File: src/rtl/dist_mean_detector_if.sv
// ---------------------------------------------------------------------------
// dist_mean_detector_if
//   Bundles the control, sample stream and result signals of the distance-mean
//   lock detector.
//   master : drives start/auto/abort, the distance stream and the threshold;
//            observes enable/busy/mean/lock.
//   slave  : the detector itself.
//   Signals:
//     start_i, auto_i, abort_i   window control
//     dist_val_i, dist_i         distance sample stream
//     threshold_i                lock threshold
//     enable_o                   calculator enable (high while accumulating)
//     busy_o                     window in progress
//     mean_o, mean_val_o         rounded mean and its one-cycle update strobe
//     lock_o                     mean below threshold
// ---------------------------------------------------------------------------
interface dist_mean_detector_if #(
    parameter int DIST_WIDTH = 16
);
    logic                  start_i;
    logic                  auto_i;
    logic                  abort_i;
    logic                  dist_val_i;
    logic [DIST_WIDTH-1:0] dist_i;
    logic [DIST_WIDTH-1:0] threshold_i;
    logic                  enable_o;
    logic                  busy_o;
    logic [DIST_WIDTH-1:0] mean_o;
    logic                  mean_val_o;
    logic                  lock_o;

    modport master (
        output start_i, auto_i, abort_i, dist_val_i, dist_i, threshold_i,
        input  enable_o, busy_o, mean_o, mean_val_o, lock_o
    );

    modport slave (
        input  start_i, auto_i, abort_i, dist_val_i, dist_i, threshold_i,
        output enable_o, busy_o, mean_o, mean_val_o, lock_o
    );
endinterface

File: src/rtl/dist_mean_detector.sv
// ---------------------------------------------------------------------------
// dist_mean_detector
//   Averages the error-distance stream over a 2^LOG2_WIN-sample window, rounds
//   the mean, and declares lock when the mean is strictly below the threshold.
//   Holds the distance calculator enabled for the duration of each window.
//   Ports:
//     clk    system clock, rising edge
//     reset  synchronous, active-high
//     bus    dist_mean_detector_if.slave (control, samples, results)
// ---------------------------------------------------------------------------
module dist_mean_detector #(
    parameter int DIST_WIDTH = 16,
    parameter int LOG2_WIN   = 10
) (
    input logic                  clk,
    input logic                  reset,
    dist_mean_detector_if.slave  bus
);
    // One extra bit over the full-window sum so the rounding add cannot wrap.
    localparam int ACC_WIDTH = DIST_WIDTH + LOG2_WIN + 1;

    localparam logic [LOG2_WIN-1:0]  CNT_LAST = '1;
    localparam logic [ACC_WIDTH-1:0] ROUND    = ACC_WIDTH'(1) << (LOG2_WIN - 1);
    localparam logic [ACC_WIDTH-1:0] MEAN_MAX = ACC_WIDTH'({DIST_WIDTH{1'b1}});

    typedef enum logic [1:0] {
        IDLE   = 2'd0,
        ACCUM  = 2'd1,
        RESULT = 2'd2
    } state_t;

    state_t                state, state_next;
    logic [ACC_WIDTH-1:0]  acc;
    logic [LOG2_WIN-1:0]   cnt;

    logic                  take_sample;
    logic                  clear_acc;
    logic                  result_fire;
    logic [ACC_WIDTH-1:0]  acc_rounded;
    logic [ACC_WIDTH-1:0]  acc_shifted;
    logic [DIST_WIDTH-1:0] mean_next;

    // NOTE: every signal driven from always_comb gets a default before any
    // branch, so no path leaves it unassigned and no latch is inferred.
    always_comb begin
        state_next  = state;
        take_sample = 1'b0;
        result_fire = 1'b0;

        unique case (state)
            IDLE: begin
                // abort_i in IDLE suppresses a simultaneous start.
                if (bus.start_i && !bus.abort_i) state_next = ACCUM;
            end
            ACCUM: begin
                if (bus.abort_i) begin
                    state_next = IDLE;
                end else if (bus.dist_val_i) begin
                    take_sample = 1'b1;
                    if (cnt == CNT_LAST) state_next = RESULT;
                end
            end
            RESULT: begin
                if (bus.abort_i) begin
                    state_next = IDLE;
                end else begin
                    result_fire = 1'b1;
                    state_next  = bus.auto_i ? ACCUM : IDLE;
                end
            end
            default: state_next = IDLE;
        endcase
    end

    // Accumulator only holds a live sum while in ACCUM; every other state
    // (and an abort) leaves it zeroed, ready for the next window.
    assign clear_acc = (state != ACCUM) || bus.abort_i;

    // Round half up, then saturate to the output width.
    assign acc_rounded = acc + ROUND;
    assign acc_shifted = acc_rounded >> LOG2_WIN;
    assign mean_next   = (acc_shifted > MEAN_MAX) ? {DIST_WIDTH{1'b1}}
                                                  : acc_shifted[DIST_WIDTH-1:0];

    // NOTE: sequential state uses non-blocking assignments so every register
    // samples pre-edge values regardless of statement order.
    always_ff @(posedge clk) begin
        if (reset) state <= IDLE;
        else       state <= state_next;
    end

    always_ff @(posedge clk) begin
        if (reset) begin
            acc            <= '0;
            cnt            <= '0;
            bus.mean_o     <= '0;
            bus.lock_o     <= 1'b0;
            bus.mean_val_o <= 1'b0;
        end else begin
            bus.mean_val_o <= 1'b0;

            if (clear_acc) begin
                acc <= '0;
                cnt <= '0;
            end else if (take_sample) begin
                acc <= acc + ACC_WIDTH'(bus.dist_i);
                cnt <= cnt + LOG2_WIN'(1);
            end

            if (result_fire) begin
                bus.mean_o     <= mean_next;
                bus.lock_o     <= (mean_next < bus.threshold_i);
                bus.mean_val_o <= 1'b1;
            end
        end
    end

    // Pure decodes of the state register.
    assign bus.enable_o = (state == ACCUM);
    assign bus.busy_o   = (state != IDLE);

endmodule

File: src/flat_wrapper.sv
// flat-port wrapper written by rule: the top's interface ports become plain ports
module dist_mean_detector_flat 
#(
    parameter int DIST_WIDTH = 16,
    parameter int LOG2_WIN   = 10
)
  (clk, reset, bus_start_i, bus_auto_i, bus_abort_i, bus_dist_val_i, bus_dist_i, bus_threshold_i, bus_enable_o, bus_busy_o, bus_mean_o, bus_mean_val_o, bus_lock_o);
  dist_mean_detector_if #(.DIST_WIDTH(DIST_WIDTH)) bus_i ();
  input logic clk;
  input logic reset;
  input wire logic [$bits(bus_i.start_i)-1:0] bus_start_i;
  input wire logic [$bits(bus_i.auto_i)-1:0] bus_auto_i;
  input wire logic [$bits(bus_i.abort_i)-1:0] bus_abort_i;
  input wire logic [$bits(bus_i.dist_val_i)-1:0] bus_dist_val_i;
  input wire logic [$bits(bus_i.dist_i)-1:0] bus_dist_i;
  input wire logic [$bits(bus_i.threshold_i)-1:0] bus_threshold_i;
  output wire logic [$bits(bus_i.enable_o)-1:0] bus_enable_o;
  output wire logic [$bits(bus_i.busy_o)-1:0] bus_busy_o;
  output wire logic [$bits(bus_i.mean_o)-1:0] bus_mean_o;
  output wire logic [$bits(bus_i.mean_val_o)-1:0] bus_mean_val_o;
  output wire logic [$bits(bus_i.lock_o)-1:0] bus_lock_o;
  assign bus_i.start_i = bus_start_i;
  assign bus_i.auto_i = bus_auto_i;
  assign bus_i.abort_i = bus_abort_i;
  assign bus_i.dist_val_i = bus_dist_val_i;
  assign bus_i.dist_i = bus_dist_i;
  assign bus_i.threshold_i = bus_threshold_i;
  assign bus_enable_o = bus_i.enable_o;
  assign bus_busy_o = bus_i.busy_o;
  assign bus_mean_o = bus_i.mean_o;
  assign bus_mean_val_o = bus_i.mean_val_o;
  assign bus_lock_o = bus_i.lock_o;
  dist_mean_detector #(.DIST_WIDTH(DIST_WIDTH), .LOG2_WIN(LOG2_WIN)) u_core (.clk(clk), .reset(reset), .bus(bus_i));
endmodule
File: config.mk
export PLATFORM = sky130hd
export DESIGN_NAME = dist_mean_detector_flat
export DESIGN_NICKNAME = d
export VERILOG_FILES = /design/src/rtl/dist_mean_detector_if.sv /design/src/rtl/dist_mean_detector.sv /design/src/flat_wrapper.sv
export SDC_FILE = /design/constraint.sdc
export NUM_CORES = 1
export LEC_CHECK = 0
export CORE_ASPECT_RATIO = 1.5
export CORE_MARGIN = 10
export CORE_UTILIZATION = 45
export CTS_CLUSTER_SIZE = 12
export DETAILED_ROUTE_END_ITERATION = 12
export PLACE_DENSITY_LB_ADDON = 0.3
export SKIP_CTS_REPAIR_TIMING = 1
export SLEW_MARGIN = 10
export SYNTH_ARGS = -nofsm -noshare
export SYNTH_HDL_FRONTEND = slang
export SYNTH_SLANG_ARGS = --single-unit
File: constraint.sdc
create_clock -name clk -period 5.99 [get_ports clk]
set_clock_uncertainty 0.15 [all_clocks]
set_input_delay 0.8985 -clock clk [delete_from_list [all_inputs] [get_ports clk]]
set_output_delay 0.8985 -clock clk [all_outputs]
set_load 0.005 [all_outputs]
Word-level counts from Yosys, hierarchy flattened. Cells that the tools add are included.

Bits of input ports: 38. Word-level logic and storage cells: 39. Bits in registers: 57.

Mux-type cells: 14. Order comparisons: 2. Add/sub/neg operators: 3. Equal/unequal tests: 7. Reductions and logical operators: 7.

Operators with widths (count): $add 27x10->27 const B (1); $add 27x16->27 (1); $gt 17x16->1 const B (1); $lt 16x16->1 (1); $mux 16 (1); $add 10x1->10 const B (1); $eq 10x10->1 const B (1); $mux 2 (5); $mux 1 (7); $pmux 2 s3 (1); $ne 2x1->1 const B (2); $ne 3x2->1 const B (1); $ne 3x3->1 const B (1); $reduce_and 3->1 (1); $eq 2x1->1 const B (1); $eq 2x2->1 const B (1); $logic_not 2->1 (1); $reduce_bool 2->1 (1); $reduce_or 2->1 (1); $logic_and 1x1->1 (1); $logic_not 1->1 (1); $logic_or 1x1->1 (1).

Longest topological paths before layout. Gate-level depths: netlist (run 1).

Word-level depth: 5. Gate-level depth with buffers: 14.

Least setup slack after synthesis (run 1). No wires, ideal clock.

Path type: flip-flop to flip-flop. From: register u_core.acc[11]. To: register u_core.bus.lock_o. Library setup time: 58 ps. Data arrival time: 2659 ps. Buffers on the path: 2. Stages on the path, launching flop included: 15. Setup slack: 3123 ps. Cells stage by stage: dfxtp_1 and4_1 and4_1 buf_2 a21oi_1 nor2b_1 buf_2 nand2_1 ha_1 a21o_1 a21o_1 a21oi_1 o211ai_1 a221oi_1 o21a_1.

Cells in the longest elaborated chain, start to end: 4.

RTL lines: start, declared (line dist_mean_detector.sv:33) `logic [ACC_WIDTH-1:0] acc;`; start signal, assigned (line dist_mean_detector.sv:106) `acc <= acc + ACC_WIDTH'(bus.dist_i);`; $add 27x10->27 * (line dist_mean_detector.sv:80) `assign acc_rounded = acc + ROUND;`; $gt 17x16->1 (line dist_mean_detector.sv:82) `assign mean_next = (acc_shifted > MEAN_MAX) ? {DIST_WIDTH{1'b1}}`; $mux 16 * (line dist_mean_detector.sv:82); net u_core.mean_next[9] (line dist_mean_detector.sv:41) `logic [DIST_WIDTH-1:0] mean_next;`; $lt 16x16->1 * (line dist_mean_detector.sv:112) `bus.lock_o <= (mean_next < bus.threshold_i);`; end signal, assigned (line dist_mean_detector.sv:112); end, declared (line dist_mean_detector_if.sv:39) `output enable_o, busy_o, mean_o, mean_val_o, lock_o`.

Mark *: on every way through the listed nets, which the timed path passes. The rest lies on a longest branch. A chain may end at the register's enable or synchronous reset.

Worst setup path after layout (run 1).
From: register u_core.acc[16]. To: register u_core.bus.lock_o.

Same word-level chain as after synthesis.

==> impl_results.rst, run 1 <==
.. list-table::
   :header-rows: 1

   * - Metric
     - Value
   * - Area of placed instances
     - about 4500 sq um
   * - Startpoint of the worst setup timing path
     - u_core.acc[16]
   * - Multiplexer share of the synthesized area
     - 3.152%
   * - Startpoint-to-endpoint class of the critical path
     - flip-flop to flip-flop
   * - Least-Margin Pin Slew
     - approximately 1100 ps
   * - Most crowded layer after global routing
     - met2
   * - Slew HR
     - between 20% and 30%
   * - TritonRoute pass-1 iters
     - 5
   * - Worst Path Arrival
     - 3510 ps
   * - Antenna viol nets, final
     - 0
   * - Post-layout total power
     - 984.6 uW
   * - Number of antenna cells inserted
     - 0
   * - Endpoint required time on the critical path
     - roughly 6100 ps
   * - Most frequently used flop master after synthesis
     - sky130_fd_sc_hd__dfxtp_1
   * - Final #Nets
     - around 600
   * - Post-placement setup slack
     - 2414 ps
   * - Peak ir drop on the vdd network
     - roughly 0.14 mV
   * - Width of the die
     - 95.52 um
   * - Parity-gate share of the synthesized area counting xor and xnor cells
     - under 10%
   * - Register bit total from synthesis
     - 57
   * - Clock-pin slew reported for the worst setup and hold paths after clock tree synthesis
     - ~50 ps
   * - Met3 routing resource usage after global routing
     - 2.812%
   * - Avg WL per Cell
     - 14.81 um
   * - Maximum number of pins on one net before global-route repair
     - 33
   * - Total number of clock tree sinks
     - between 50 and 60
   * - Nature of the critical path endpoint
     - flip-flop
   * - Number of failing hold endpoints at the final stage
     - 0
   * - Core box area
     - 8362 sq um
   * - Number of nets produced by synthesis
     - around 560
   * - Simple logic cell fraction of the synthesized area
     - about 24%
   * - Number of standard cells after synthesis
     - 486
   * - Leftover overflow at the end of global routing
     - 0
   * - Detailed Route WL
     - just under 10000 um
   * - Global-route total usage across every layer
     - between 10% and 20%
   * - Number of endpoints failing setup at the final stage
     - 0
   * - Starting density of the core
     - 46.04%
   * - Number of H-tree levels
     - 3
   * - Number of max-slew violations in the final report
     - 0
   * - Number of distinct standard cells referenced by the synthesized netlist
     - 56
   * - Startpoint type of the worst setup path
     - flip-flop
   * - PortBufs
     - 57
   * - Die H
     - approximately 130 um
   * - Class of the tightest hold or removal check
     - flip-flop to flip-flop
   * - Fill cells
     - ~810
   * - Last weighted congestion value of the routability-driven placer
     - roughly 0.87
   * - Setup repair after global routing missed its margin
     - false
   * - Proportion of layout cells with a drive suffix above 1
     - 5.893%
   * - CTS tree
     - yes
   * - Vias per cell
     - 5.597
   * - Detailed-route via count
     - 3638
   * - Total power divided by cell area
     - about 210 nW/um^2
   * - Warning count from the yosys run
     - 0
   * - Fin crit period
     - around 3400 ps
   * - Number of DRC violations after detailed-routing iteration 0
     - around 140
   * - Mean cell area of the mapped netlist
     - around 7.9 sq um
   * - Highest achievable clock rate
     - a little under 300 MHz
   * - Combined area of all synthesized cells
     - 3850 sq um
   * - Global-route wire length before repair
     - 16370 um
   * - Total CTS buffers
     - 9
   * - Status
     - complete, no violations
   * - Number of cell instances on the worst register-to-register path
     - 13
   * - Leak pwr
     - about 0.0020 uW
   * - Post-synthesis share of cell area spent on full adders, half adders and majority gates
     - 11.24%
   * - Asr flop ratio synth
     - 0%
   * - Worst-case setup margin in the final layout
     - 2603 ps
   * - Clock latency reported for the late side of the worst-skew pair
     - ~330 ps
   * - Post-route fraction of the period consumed by the critical path
     - 56.55%
   * - Setup total negative slack
     - 0 ps
   * - Global routing usage on met1
     - about 17%
   * - HPWL after DPL
     - around 7400 um
   * - GRT met2 Usage
     - about 28%
   * - Vias in the first global route
     - between 3k and 4k
   * - Reg2Reg Launch Point
     - u_core.acc[16]
   * - Standard-cell rows
     - between 40 and 50
   * - Combinational family with the most area after synthesis
     - simple AND/OR/NAND/NOR gates
   * - Clk buf depth
     - 2
   * - Number of ports placed on the die boundary
     - 58
   * - Final core utilization
     - a little under three fifths
   * - Compound-cell area share of the yosys netlist
     - 20.67%
   * - Termination of the worst setup path
     - u_core.bus.lock_o
   * - Area grow syn2layout
     - 24.60%
   * - Area of the die
     - around 13000 sq um
   * - Max-cap violation count
     - 0
   * - Antenna violations before repair
     - 0
   * - Destination of the worst register-to-register timing path
     - u_core.bus.lock_o
   * - Fin area
     - between 4000 and 5000 sq um
   * - Minimum setup slack among reg-to-reg paths
     - about 2600 ps
   * - Number of design rule violations left after detail routing
     - 0
   * - Largest driver fanout on the critical path
     - 31
   * - Fraction of the yosys area taken by sequential cells
     - around 30%
   * - Root Buffer
     - sky130_fd_sc_hd__clkbuf_16
   * - Number of enable-type register cells in the synthesized netlist
     - 0
==> Yosys cell counts, types with 7 or more instances <==
cell type                  instances  area [sq um]
sky130_fd_sc_hd__dfxtp_1          57          1141
sky130_fd_sc_hd__xor2_1           16         140.1
sky130_fd_sc_hd__a211oi_1          7         52.55
sky130_fd_sc_hd__a21oi_1          26         130.1
sky130_fd_sc_hd__nand3_1          18         90.09
sky130_fd_sc_hd__mux2i_1          11         110.1
sky130_fd_sc_hd__nand2_1          55         206.5
sky130_fd_sc_hd__ha_1             33         412.9
sky130_fd_sc_hd__nand4_1          11         68.82
sky130_fd_sc_hd__inv_1            24         90.09
sky130_fd_sc_hd__nor2_1           56         210.2
sky130_fd_sc_hd__a21o_1           11         82.58
sky130_fd_sc_hd__xnor2_1          12         105.1
sky130_fd_sc_hd__o21ai_0          26         130.1
sky130_fd_sc_hd__a311oi_1         18         157.7
sky130_fd_sc_hd__clkbuf_1         12         45.04
==> area by class of cell <==
class | count | area, sq um | area share [%]
Clock buffer | 10 | 239.0 | 4.982
Clock inverter | 6 | 57.56 | 1.200
Inverter | 25 | 93.84 | 1.956
Multi-Input combinational cell | 383 | 2524 | 52.61
Sequential cell | 57 | 1141 | 23.79
Tap cell | 107 | 133.9 | 2.791
Timing Repair Buffer | 62 | 608.1 | 12.68
==> routing by layer <==
metal	vias to the layer above	part of all wire (%)
met4	0	2.7
met3	21	5.9
met1	1672	39
li1	1854	-
met2	91	52
met5	-	0
==> worst min-delay path by stage <==
| stage | end | startpoint | slack (ps) | depth (start not counted) |
|---|---|---|---|---|
| after global routing | u_core.acc[4] | u_core.acc[4] | 350 | 2 |
| after global placement | u_core.acc[26] | u_core.acc[26] | 300 | 2 |
| after CTS | u_core.acc[26] | u_core.acc[26] | 330 | 2 |
| final | u_core.acc[26] | u_core.acc[26] | 320 | 2 |
| after floorplan | u_core.acc[26] | u_core.acc[26] | 290 | 2 |
| after detailed placement | u_core.acc[26] | u_core.acc[26] | 320 | 2 |
==> metrics by stage <==
stage	hold slack, ps	std cells
floorplan	288.0	486
global placement	301.4	634
detailed placement	318.0	634
CTS	325.3	650
global route	349.5	650
finish	322.0	650
==> flip-flops by register name (all words and copies together), names as in the netlist <==
name,count
u_core.acc,27
u_core.bus.mean_o,16
u_core.cnt,10
u_core.state,2
u_core.bus.lock_o,1
u_core.bus.mean_val_o,1
==> where the power goes <==
part	switching [uW]	leakage [uW]	internal (uW)
sequential	2.39	0.000460	383
combinational	42.1	0.00138	47.2
clock	181	0.000148	329
==> worst max-delay path, stage by stage, from the launching register on <==
cell	delay [ps]
sky130_fd_sc_hd__dfxtp_1	500
sky130_fd_sc_hd__nand4_1	260
sky130_fd_sc_hd__nor3_1	420
sky130_fd_sc_hd__a21oi_1	160
sky130_fd_sc_hd__nor2b_2	130
sky130_fd_sc_hd__buf_4	290
sky130_fd_sc_hd__nand2_1	100
sky130_fd_sc_hd__ha_1	300
sky130_fd_sc_hd__a21o_1	160
sky130_fd_sc_hd__a21o_1	170
sky130_fd_sc_hd__a21oi_1	140
sky130_fd_sc_hd__o211ai_1	100
sky130_fd_sc_hd__a221oi_1	280
sky130_fd_sc_hd__o21a_1	160
==> kinds of logic after synthesis <==
kind of cell	count (synthesis)
muxes	12
adders and majority gates	34
buffers and inverters	46
AOI/OAI and AO/OA	118
xor gates and xnor gates	28
and+or+nand+nor	191
DFF	57
==> cell usage in the layout, fill, tap and decap left out, types with 4 or more instances in the layout <==
cell                              instances
sky130_fd_sc_hd__or3_1                    6
sky130_fd_sc_hd__and3_1                   4
sky130_fd_sc_hd__o211ai_1                 4
sky130_fd_sc_hd__clkbuf_16                9
sky130_fd_sc_hd__a211oi_1                 7
sky130_fd_sc_hd__and2_1                   5
sky130_fd_sc_hd__nand4_1                 11
sky130_fd_sc_hd__ha_1                    33
sky130_fd_sc_hd__clkdlybuf4s50_1         57
sky130_fd_sc_hd__nand2b_1                 6
sky130_fd_sc_hd__mux2i_1                 11
sky130_fd_sc_hd__xnor2_1                 12
sky130_fd_sc_hd__clkinv_2                 4
sky130_fd_sc_hd__dfxtp_1                 57
sky130_fd_sc_hd__xor2_1                  16
sky130_fd_sc_hd__nor2b_1                  5
sky130_fd_sc_hd__buf_4                    5
sky130_fd_sc_hd__o21ai_0                 26
sky130_fd_sc_hd__a311oi_1                18
sky130_fd_sc_hd__nand2_1                 55
sky130_fd_sc_hd__a21o_1                  11
sky130_fd_sc_hd__inv_1                   24
sky130_fd_sc_hd__nor3_1                   5
sky130_fd_sc_hd__nand3_1                 18
sky130_fd_sc_hd__or4_1                    4
sky130_fd_sc_hd__o31ai_1                  5
sky130_fd_sc_hd__a21oi_1                 26
sky130_fd_sc_hd__nor2_1                  56
No activity file was read; power rests on OpenSTA's default activity.
==> run 2: changes to the inputs <==
==> constraint.sdc (replaced) <==
create_clock -name clk -period 3.4 [get_ports clk]
set_clock_uncertainty 0.15 [all_clocks]
set_input_delay 0.51 -clock clk [delete_from_list [all_inputs] [get_ports clk]]
set_output_delay 0.51 -clock clk [all_outputs]
set_load 0.005 [all_outputs]
==> run 2 against run 1 <==
- worst setup slack worse by 2300 ps
- largest cell class unchanged
- sequential power up 76%
- critical endpoint unchanged
- maximum frequency up 8.5%
- critical path depth stayed put
- critical path type unchanged
- clock power increased by 96%
- combinational power rose by 77%
==> impl_results.rst, run 2 (synthesis results as in run 1) <==
.. list-table::
   :header-rows: 1

   * - Metric
     - Value
   * - Non-filler instance count after layout
     - 654
   * - Number of design rule violations left after detail routing
     - 0
   * - Max-cap violation count
     - 0
   * - Destination of the worst register-to-register timing path
     - u_core.bus.lock_o
   * - Number of max-slew violations in the final report
     - 0
   * - Global-route wire length before repair
     - between 15000 and 20000 um
   * - Reg2Reg Launch Point
     - u_core.acc[11]
   * - Number of ports placed on the die boundary
     - 58
   * - Clk buf depth
     - 2
   * - Standard-cell rows
     - about 40
   * - Area of the die
     - between 10000 and 15000 sq um
   * - Least-Margin Pin Slew
     - about 550 ps
   * - Peak ir drop on the vdd network
     - between 0.2 and 0.3 mV
   * - Number of H-tree levels
     - 3
   * - Launch instance of the worst min-delay path
     - u_core.acc[26]
   * - Minimum setup slack among reg-to-reg paths
     - approximately 280 ps
   * - Worst Path Arrival
     - approximately 3300 ps
   * - Clock latency reported for the late side of the worst-skew pair
     - roughly 330 ps
   * - PortBufs
     - 57
   * - Antenna violations before repair
     - 0
   * - Final #Nets
     - approximately 620
   * - Startpoint type of the worst setup path
     - flip-flop
   * - CP max-delay cell
     - sky130_fd_sc_hd__dfxtp_1
   * - Total power divided by cell area
     - roughly 380 nW/um^2
   * - Number of failing hold endpoints at the final stage
     - 0
   * - CTS tree
     - yes
   * - Worst Hold Slack
     - 308.0 ps
   * - Total CTS buffers
     - 9
   * - Placed instance count
     - 639
   * - Width of the die
     - 95.52 um
   * - Die H
     - ~130 um
   * - Antenna viol nets, final
     - 0
   * - Vias in the first global route
     - between 3k and 4k
   * - Worst Hold End
     - u_core.acc[26]
   * - Total number of clock tree sinks
     - 57
   * - Fin crit period
     - approximately 3100 ps
   * - Number of endpoints failing setup at the final stage
     - 0
   * - Vias per cell
     - between 5 and 6
   * - Largest register by flop count
     - u_core.acc
   * - Number of DRC violations after detailed-routing iteration 0
     - between 150 and 200
   * - Delay of the slowest cell on the worst path
     - roughly 440 ps
   * - Detailed-route via count
     - about 3.6k
   * - Worst hold path stage count
     - 2
   * - Post-route fraction of the period consumed by the critical path
     - 91.81%
   * - Leak pwr
     - approximately 0.002 uW
   * - Startpoint-to-endpoint class of the critical path
     - flip-flop to flip-flop
   * - Proportion of layout cells with a drive suffix above 1
     - 6.581%
   * - Cell breakdown of the critical path
     - and4_1 -> and4_2 -> a21oi_1 -> nor2b_2 -> buf_12 -> nand2_1 -> ha_1 -> a21o_1 -> a21o_1 -> a21oi_1 -> o211ai_1 -> a221oi_1 -> o21a_1
   * - Largest driver fanout on the critical path
     - 31
   * - Clock-pin slew reported for the worst setup and hold paths after clock tree synthesis
     - 50 ps
   * - Fill cells
     - between 700 and 800
   * - Number of cell instances on the worst register-to-register path
     - 13
   * - TritonRoute pass-1 iters
     - 4
   * - Core box area
     - about 8400 sq um
   * - Setup total negative slack
     - 0 ps
   * - Area grow syn2layout
     - 26.81%
   * - Avg WL per Cell
     - approximately 15 um
   * - Slew HR
     - between 60% and 70%
   * - Endpoint required time on the critical path
     - between 3000 and 4000 ps
   * - Flip-flop count of the largest register after layout
     - 27
   * - Leftover overflow at the end of global routing
     - 0
   * - Setup repair after global routing missed its margin
     - false
   * - Nature of the critical path endpoint
     - flip-flop
   * - Global-route total usage across every layer
     - 15.38%
   * - Number of antenna cells inserted
     - 0
   * - Starting density of the core
     - between 40 and 50%
   * - Class of the tightest hold or removal check
     - flip-flop to flip-flop
   * - Maximum number of pins on one net before global-route repair
     - 33
   * - Detailed Route WL
     - ~9600 um
   * - Root Buffer
     - sky130_fd_sc_hd__clkbuf_16
   * - Commonest cells after routing, fill and taps aside
     - 57 x sky130_fd_sc_hd__clkdlybuf4s50_1, 57 x sky130_fd_sc_hd__dfxtp_1, 56 x sky130_fd_sc_hd__nor2_1
   * - Highest achievable clock rate
     - between 300 and 400 MHz
   * - Regs by FF count
     - u_core.acc (27), u_core.bus.mean_o (16), u_core.cnt (10)
   * - Startpoint of the worst setup timing path
     - u_core.acc[11]
   * - HPWL after DPL
     - roughly 7500 um
   * - Last weighted congestion value of the routability-driven placer
     - 0.8842
   * - Status
     - complete, no violations
[run 2: worst max-delay path by stage]
stage / to / slack (ps) / cells after the start
2_1_floorplan: u_core.bus.lock_o / 530 / 14
3_3_place_gp: u_core.acc[14] / 320 / 10
3_5_place_dp: u_core.acc[14] / 220 / 10
4_1_cts: u_core.bus.lock_o / 240 / 13
5_1_grt: u_core.bus.lock_o / 10 / 13
6_report: u_core.bus.lock_o / 280 / 13
[run 2: through the flow]
stage	setup slack, ps	cell area (sq um)	utilization, %	power, uW
after floorplan	532.9	3850	-	774.0
after global placement	317.4	4551	54.42	849.2
after detailed placement	217.8	4551	54.42	851.3
after CTS	242.0	4881	58.37	1853
after global routing	14.10	4882	58.39	1903
final	278.4	4882	58.39	1836
[run 2: final cells by class]
class	count	area (sq um)	area share, %
multi-input cells	383	2525	51.72
flip-flops and latches	57	1141	23.37
repair buffers	67	658.1	13.48
clock buffers	13	270.3	5.536
well taps	107	133.9	2.742
inverters	25	93.84	1.922
clock inverters	2	60.06	1.230
[run 2: worst max-delay path, delay by kind of cell, from the launching register on]
family                     cells  cell delay, ps
AOI/OAI and AO/OA              7            1120
adders and majority gates      1             290
buffers and inverters          1             190
DFF                            1             440
and+or+nand+nor                4             860
[run 2: layer usage]
layer / routed length, um / GRT usage (%) / vias to the layer above
met1: 4008 / 16.13 / 1674
met3: 495 / 4.218 / 15
met5: 0 / 0 / -
met4: 191 / 5.839 / 0
met2: 4892 / 27.72 / 69
li1: - / - / 1870
[run 2: where the power goes]
part           leakage (uW)  switching, uW  internal (uW)
clock              0.000162            302            696
sequential         0.000460           4.23            675
combinational       0.00141           73.8           84.6
total               0.00203            380           1460
